### config.mk
export PLATFORM = sky130hd
export DESIGN_NAME = ioctl_upload_server
export DESIGN_NICKNAME = d
export VERILOG_FILES = /design/src/rtl/ioctl_upload_pkg.sv /design/src/rtl/ioctl_upload_server_settle.sv /design/src/rtl/ioctl_upload_server.sv
export SDC_FILE = /design/constraint.sdc
export NUM_CORES = 1
export LEC_CHECK = 0
export CAP_MARGIN = 20
export CORE_MARGIN = 5
export CORE_UTILIZATION = 40
export DETAILED_ROUTE_END_ITERATION = 6
export SYNTH_ARGS = -nofsm -noshare
export SYNTH_HDL_FRONTEND = slang
export SYNTH_HIERARCHICAL = 1
export SYNTH_SLANG_ARGS = --single-unit
### constraint.sdc
create_clock -name i_EMU_MCLK -period 2.2 [get_ports i_EMU_MCLK]
set_input_delay 0.33 -clock i_EMU_MCLK [delete_from_list [all_inputs] [get_ports i_EMU_MCLK]]
set_output_delay 0.33 -clock i_EMU_MCLK [all_outputs]
set_load 0.05 [all_outputs]
### src/rtl/ioctl_upload_pkg.sv
`default_nettype none
// ============================================================================
//  Module      : ioctl_upload_pkg
//  Description : Shared state encoding, fixed data codes and helpers for the
//                ioctl upload server (core memory -> HPS read path).
//  Revision    : 1.0  initial release
// ============================================================================
package ioctl_upload_pkg;

    // Upload FSM state encoding
    typedef logic [1:0] upload_state_t;
    localparam upload_state_t S_IDLE  = 2'd0;
    localparam upload_state_t S_FETCH = 2'd1;
    localparam upload_state_t S_DRAIN = 2'd2;

    // Byte returned for addresses beyond the save region
    localparam logic [7:0] DIN_OOR     = 8'h00;
    // Byte returned when the memory never acknowledged
    localparam logic [7:0] DIN_TIMEOUT = 8'hFF;

    // True when a requested hps_io byte address falls inside the save region
    function automatic logic addr_in_region(input logic [26:0] addr,
                                            input int unsigned size);
        return 32'(addr) < 32'(size);
    endfunction

endpackage : ioctl_upload_pkg
`default_nettype wire

### src/rtl/ioctl_upload_server_settle.sv
`default_nettype none
// ============================================================================
//  Module      : upload_settle_timer
//  Description : Tracks core writes into the save region and emits a single
//                upload request pulse once writes have been quiet for
//                SETTLE_CYCLES cycles outside of an active upload.
//  Revision    : 1.0  initial release
// ============================================================================
module upload_settle_timer #(
    parameter int SETTLE_CYCLES = 2**20
) (
    input  logic i_clk,
    input  logic i_rst_n,
    input  logic i_dirty,
    input  logic i_upload,
    input  logic i_index_match,
    output logic o_req
);

    localparam int CW = (SETTLE_CYCLES > 1) ? $clog2(SETTLE_CYCLES) : 1;
    localparam logic [CW-1:0] C_CNT_LAST = CW'(SETTLE_CYCLES - 1);

    logic          r_dirty;
    logic [CW-1:0] r_cnt;
    logic          r_upload_d;
    logic          w_rise;
    logic          w_fire;

    // A fresh upload of our index means the HPS is already saving: forget dirt
    assign w_rise = i_upload & ~r_upload_d & i_index_match;
    // Fire on the last quiet cycle; a simultaneous write restarts the wait
    assign w_fire = r_dirty & ~i_upload & ~i_dirty & (r_cnt == C_CNT_LAST);
    assign o_req  = w_fire;

    // Dirty flag and saturating quiet-time counter
    always_ff @(posedge i_clk or negedge i_rst_n) begin
        if (!i_rst_n) begin
            r_dirty    <= 1'b0;
            r_cnt      <= '0;
            r_upload_d <= 1'b0;
        end else begin
            r_upload_d <= i_upload;
            if (i_dirty) begin
                r_dirty <= 1'b1;
                r_cnt   <= '0;
            end else if (w_rise) begin
                r_dirty <= 1'b0;
                r_cnt   <= '0;
            end else if (w_fire) begin
                r_dirty <= 1'b0;
                r_cnt   <= '0;
            end else if (i_upload) begin
                // quiet time only counts once the upload has ended
                r_cnt <= '0;
            end else if (r_dirty && (r_cnt != C_CNT_LAST)) begin
                r_cnt <= r_cnt + 1'b1;
            end
        end
    end

endmodule : upload_settle_timer
`default_nettype wire

### src/rtl/ioctl_upload_server.sv
`default_nettype none
// ============================================================================
//  Module      : ioctl_upload_server
//  Description : Answers hps_io ioctl upload reads for one file index by
//                fetching bytes through a req/ack port into core memory, and
//                requests an upload after core writes to the region settle.
//  Revision    : 1.0  initial release
// ============================================================================
module ioctl_upload_server #(
    parameter logic [15:0] UPLOAD_INDEX  = 16'd4,
    parameter int          AW            = 16,
    parameter int          SIZE          = 1024,
    parameter int          SETTLE_CYCLES = 2**20,
    parameter int          TIMEOUT       = 255
) (
    input  logic          i_EMU_MCLK,
    input  logic          i_EMU_INITRST_n,
    input  logic          ioctl_upload,
    input  logic [15:0]   ioctl_index,
    input  logic [26:0]   ioctl_addr,
    input  logic          ioctl_rd,
    output logic [7:0]    ioctl_din,
    output logic          ioctl_wait,
    output logic          ioctl_upload_req,
    output logic [AW-1:0] o_MEM_ADDR,
    output logic          o_MEM_REQ,
    input  logic          i_MEM_ACK,
    input  logic [7:0]    i_MEM_DATA,
    input  logic          i_DIRTY,
    output logic          o_BUSY,
    output logic          o_ERR
);

    import ioctl_upload_pkg::*;

    localparam logic [7:0] C_TMO_LAST = 8'(TIMEOUT - 1);

    upload_state_t r_state;
    logic [7:0]    r_tmo;
    logic          r_abort;
    logic          r_pend;
    logic [26:0]   r_pend_addr;

    logic          w_idx_match;
    logic          w_hit;
    logic          w_in_range;
    logic          w_hit_inr;
    logic          w_pend_inr;
    logic          w_start;
    logic          w_oor;
    logic [26:0]   w_start_addr;
    logic          w_wait;

    assign w_idx_match = (ioctl_index == UPLOAD_INDEX);
    assign w_hit       = ioctl_upload & w_idx_match & ioctl_rd;
    assign w_in_range  = addr_in_region(ioctl_addr, SIZE);
    assign w_hit_inr   = w_hit & w_in_range;
    assign w_pend_inr  = addr_in_region(r_pend_addr, SIZE);

    // A read queued during DRAIN takes priority over any new strobe in IDLE
    assign w_start_addr = r_pend ? r_pend_addr : ioctl_addr;
    assign w_start      = (r_state == S_IDLE) & (r_pend ? w_pend_inr : w_hit_inr);
    assign w_oor        = (r_state == S_IDLE) & (r_pend ? ~w_pend_inr : (w_hit & ~w_in_range));

    // Stall hps_io while a byte is being fetched or a queued read is pending
    always_comb begin
        w_wait = 1'b0;
        case (r_state)
            S_IDLE:  w_wait = r_pend | w_hit_inr;
            S_FETCH: w_wait = ioctl_upload & ~r_abort;
            S_DRAIN: w_wait = r_pend | w_hit_inr;
            default: w_wait = 1'b0;
        endcase
    end

    assign ioctl_wait = w_wait;
    assign o_BUSY     = (r_state != S_IDLE);

    // Fetch FSM: issue memory read, wait for ack or timeout, absorb late acks
    always_ff @(posedge i_EMU_MCLK or negedge i_EMU_INITRST_n) begin
        if (!i_EMU_INITRST_n) begin
            r_state     <= S_IDLE;
            r_tmo       <= 8'd0;
            r_abort     <= 1'b0;
            r_pend      <= 1'b0;
            r_pend_addr <= 27'd0;
            ioctl_din   <= 8'd0;
            o_MEM_ADDR  <= '0;
            o_MEM_REQ   <= 1'b0;
            o_ERR       <= 1'b0;
        end else begin
            case (r_state)
                S_IDLE: begin
                    r_pend <= 1'b0;
                    if (w_start) begin
                        o_MEM_ADDR <= w_start_addr[AW-1:0];
                        o_MEM_REQ  <= 1'b1;
                        r_tmo      <= 8'd0;
                        r_abort    <= 1'b0;
                        r_state    <= S_FETCH;
                    end else if (w_oor) begin
                        ioctl_din <= DIN_OOR;
                    end
                end
                S_FETCH: begin
                    // once the upload is gone the result is no longer wanted,
                    // but the request stays up so req/ack stays paired
                    if (!ioctl_upload) begin
                        r_abort <= 1'b1;
                    end
                    if (i_MEM_ACK) begin
                        o_MEM_REQ <= 1'b0;
                        r_state   <= S_IDLE;
                        if (ioctl_upload && !r_abort) begin
                            ioctl_din <= i_MEM_DATA;
                        end
                    end else if (r_tmo == C_TMO_LAST) begin
                        ioctl_din <= DIN_TIMEOUT;
                        o_ERR     <= 1'b1;
                        o_MEM_REQ <= 1'b0;
                        r_tmo     <= 8'd0;
                        r_state   <= S_DRAIN;
                    end else begin
                        r_tmo <= r_tmo + 8'd1;
                    end
                end
                S_DRAIN: begin
                    if (w_hit && !r_pend) begin
                        r_pend      <= 1'b1;
                        r_pend_addr <= ioctl_addr;
                    end
                    if (i_MEM_ACK || (r_tmo == C_TMO_LAST)) begin
                        r_tmo   <= 8'd0;
                        r_state <= S_IDLE;
                    end else begin
                        r_tmo <= r_tmo + 8'd1;
                    end
                end
                default: begin
                    o_MEM_REQ <= 1'b0;
                    r_state   <= S_IDLE;
                end
            endcase
        end
    end

    // Write-settle tracking and upload request generation
    upload_settle_timer #(
        .SETTLE_CYCLES (SETTLE_CYCLES)
    ) u_settle (
        .i_clk         (i_EMU_MCLK),
        .i_rst_n       (i_EMU_INITRST_n),
        .i_dirty       (i_DIRTY),
        .i_upload      (ioctl_upload),
        .i_index_match (w_idx_match),
        .o_req         (ioctl_upload_req)
    );

endmodule : ioctl_upload_server
`default_nettype wire

==> metrics.cfg <==
[finish]
final_area_um2 = 6100
drive_above_1_share_pct = 32.0
area_delta_synth_final_pct = 40.3
nFillCells = 952
layout.nets = 600
antennaDiodeCount = 0

[clock_network]
cts_tree = built
clockBufferDepth = 2
ctsHtreeMaxLevel = 3
cts_buffers = 9
cts_root_buffer = clkbuf_8
cts.reportedPaths.clkPinSlew_ns = 0.09
clk_latency_ns = 0.36
cts_sinks = 87

[synthesis]
yosysMostFrequentCell = dfrtp_1
avgSynthCellArea_um2 = 11.0
synth.top_cell.area_share_pct = 50.1
synth_area_um2 = 4350
ys_seq_area_share_pct = 50.1
ys_types = 56
synthArstFlopShare_pct = 100
ys_top_cells_by_count = 87 x dfrtp_1, 40 x mux2_2, 22 x inv_1, 21 x nor2_1, 21 x o21ai_0
ys.flop_type = dfrtp_1
syn-num-nets = 461
synthCells = 397
ys_seq_elements = 87
synthTopCellsByArea = dfrtp_1 50%, mux2_2 10%, o21ai_0 2.4%
synth_edf_count = 0
ys_warn_count = 6
synth_top_cell_by_area = dfrtp_1

[power_and_ir_drop]
leakage_nw = 2.74
powerDensity_nw_per_um2 = 592
ir_worst_vdd_mv = 0.309
p_total_mw = 3.61

[routing]
dr_total_vias = 3514
dr.pass1.iters = 4
wirelength_mm = 10.8
detail_route.vias_per_cell = 5.16
routedWlPerCell_um = 15.9
drtIter0Drc = 121
antenna_left = 0
drc = 0

[critical_path]
critPathLaunch = r_pend_addr[12]
critPathMaxFanout = 10
slowest_delay_ns = 0.58
cp_top_family = simple AND/OR/NAND/NOR gates
criticalPathCategory = flop to flop
critPathSlowestCell = or4_1
path_cells = or4_1, nor3_4, and4_4, o21a_2, buf_12, mux2_1
critPathLaunchType = flop
crit_buf_inv = 1
cp.required_ns = 2.45
r2r_start = r_pend_addr[12]
end_kind = flop
worstPathArrival_ns = 2.39

[sta]
worstMarginPinSlew_ns = 0.523
finClkSkew_ns = 0.0100
slew_headroom_pct = 65.0
period_needed_ns = 2.13
hold_violations = 0
post-route-period-util_pct = 97.0
whs_ns = 0.313
final-setup-viol-count = 0
report.final.slew_viol_count = 0
fin_tns_setup_ns = 0
max_clock_freq_ghz = 0.468

[min_path]
hp-class = input pin to flop
worstHoldStart = ioctl_addr[16]

[floorplanning]
dieArea_um2 = 13100
rows = 38
io_pins = 86
coreArea_um2 = 10700
dieHeight_um = 114
die_x_um = 114
initial_core_util_pct = 40.5

[placement]
numPortBuffers = 85
dpl_cell_area_um2 = 5700
dp_hpwl_mm = 7.78
routabilityCongestion = 0.777

[grt]
grt_usage_pct = 17.3
antenna_found_initial = 0
grt-ovfl-total = 0
grt_pass1_vias = 3742
grt_max_degree = 36
grt_pass1_wl_mm = 18.1

[run_status]
status = complete, no violations

[flow_run]
cap_violations = 0

## cells by family (layout without fill, tap and decap cells)
family / count (synthesis) / after routing / synth area share, %
compound gates: 75 / 75 / 11.6
xor+xnor: 7 / 7 / 1.41
fa+ha+maj: 7 / 7 / 2.01
buf+inv: 35 / 179 / 3.31
flops: 87 / 87 / 50.1
mux: 57 / 57 / 14.5
simple gates: 129 / 129 / 17.1
## power breakdown
part	leakage, nW	switching, mW	total [mW]	internal, mW
Clock	0.112	0.598	1.35	0.755
Sequential	1.19	0.0271	1.67	1.65
Combinational	1.43	0.341	0.588	0.247
Total	2.74	0.966	3.61	2.65
## placed cells by master, fill, tap and decap left out, types with 10 or more instances in the layout
cell,n
a21oi_1,10
buf_2,12
buf_4,50
clkdlybuf4s50_1,48
dfrtp_1,84
inv_1,21
mux2_2,40
nand2_1,18
nand3_1,17
nor2_1,20
o21ai_0,21
## routing by layer
layer  wire length, µm  track usage, %  up-vias  part of all wire (%)
met5                 0               0        -                     0
met4               146            6.25        0                   1.3
met3               414            3.96       11                   3.8
met2              5330            29.2       65                    49
met1              4920            21.6     1717                    45
li1                  -               -     1721                     -
## through the flow
step,utilization (%),std cells,worst slack [ns]
after floorplan,-,397,0.110
after global placement,53.1,650,-0.333
after detailed placement,53.1,650,-0.438
after CTS,55.9,674,0.00228
after global routing,56.8,681,-0.00130
final,56.8,681,0.0653
## worst reg2reg max path, cell delays in order (launching register included)
cell and delay [ns]:
dfrtp_1 0.39, or4_1 0.58, nor3_4 0.19, and4_4 0.25
o21a_2 0.16, buf_12 0.14, mux2_1 0.33
## registers in the layout, summed over array words and instances, names as in the netlist
name	flops
u_settle/r_cnt	20
u_settle/r_upload_d	1
o_MEM_ADDR	16
r_pend	1
ioctl_din	8
r_abort	1
o_MEM_REQ	1
o_ERR	1
r_state	2
u_settle/r_dirty	1
r_tmo	8
r_pend_addr	27
## what timing repair did
action                                  in CTS  in global routing
hold buffers                                 1                  0
pin swaps                                   15                 11
endpoints found under the hold margin       32                  0
buffers inserted                             7                  7
gates cloned                                 0                  0
resized for setup                           78                 35
endpoints found under the setup margin       2                 25
## path summary, 6_finish.rpt
check	to	slack [ns]	cells past startpoint
worst max-delay path	o_MEM_ADDR[1]	0.07	6
worst min-delay path	r_pend_addr[16]	0.31	3
worst max register to register	o_MEM_ADDR[1]	0.07	6
worst min register to register	o_ERR	0.47	1
max in group asynchronous	r_pend_addr[19]	1.10	3
min in group asynchronous	u_settle/r_cnt[16]	0.46	2
## cell type report
class	count	area (µm²)	share of cell area (%)
clock buffer	9	124	2.03
clock inverter	7	121	1.99
inverter	22	82.6	1.35
multi-input combinational	275	2170	35.5
sequential	87	2180	35.7
tap	140	175	2.87
timing repair buffer	141	1250	20.5
(Power assumes the default switching activity.)
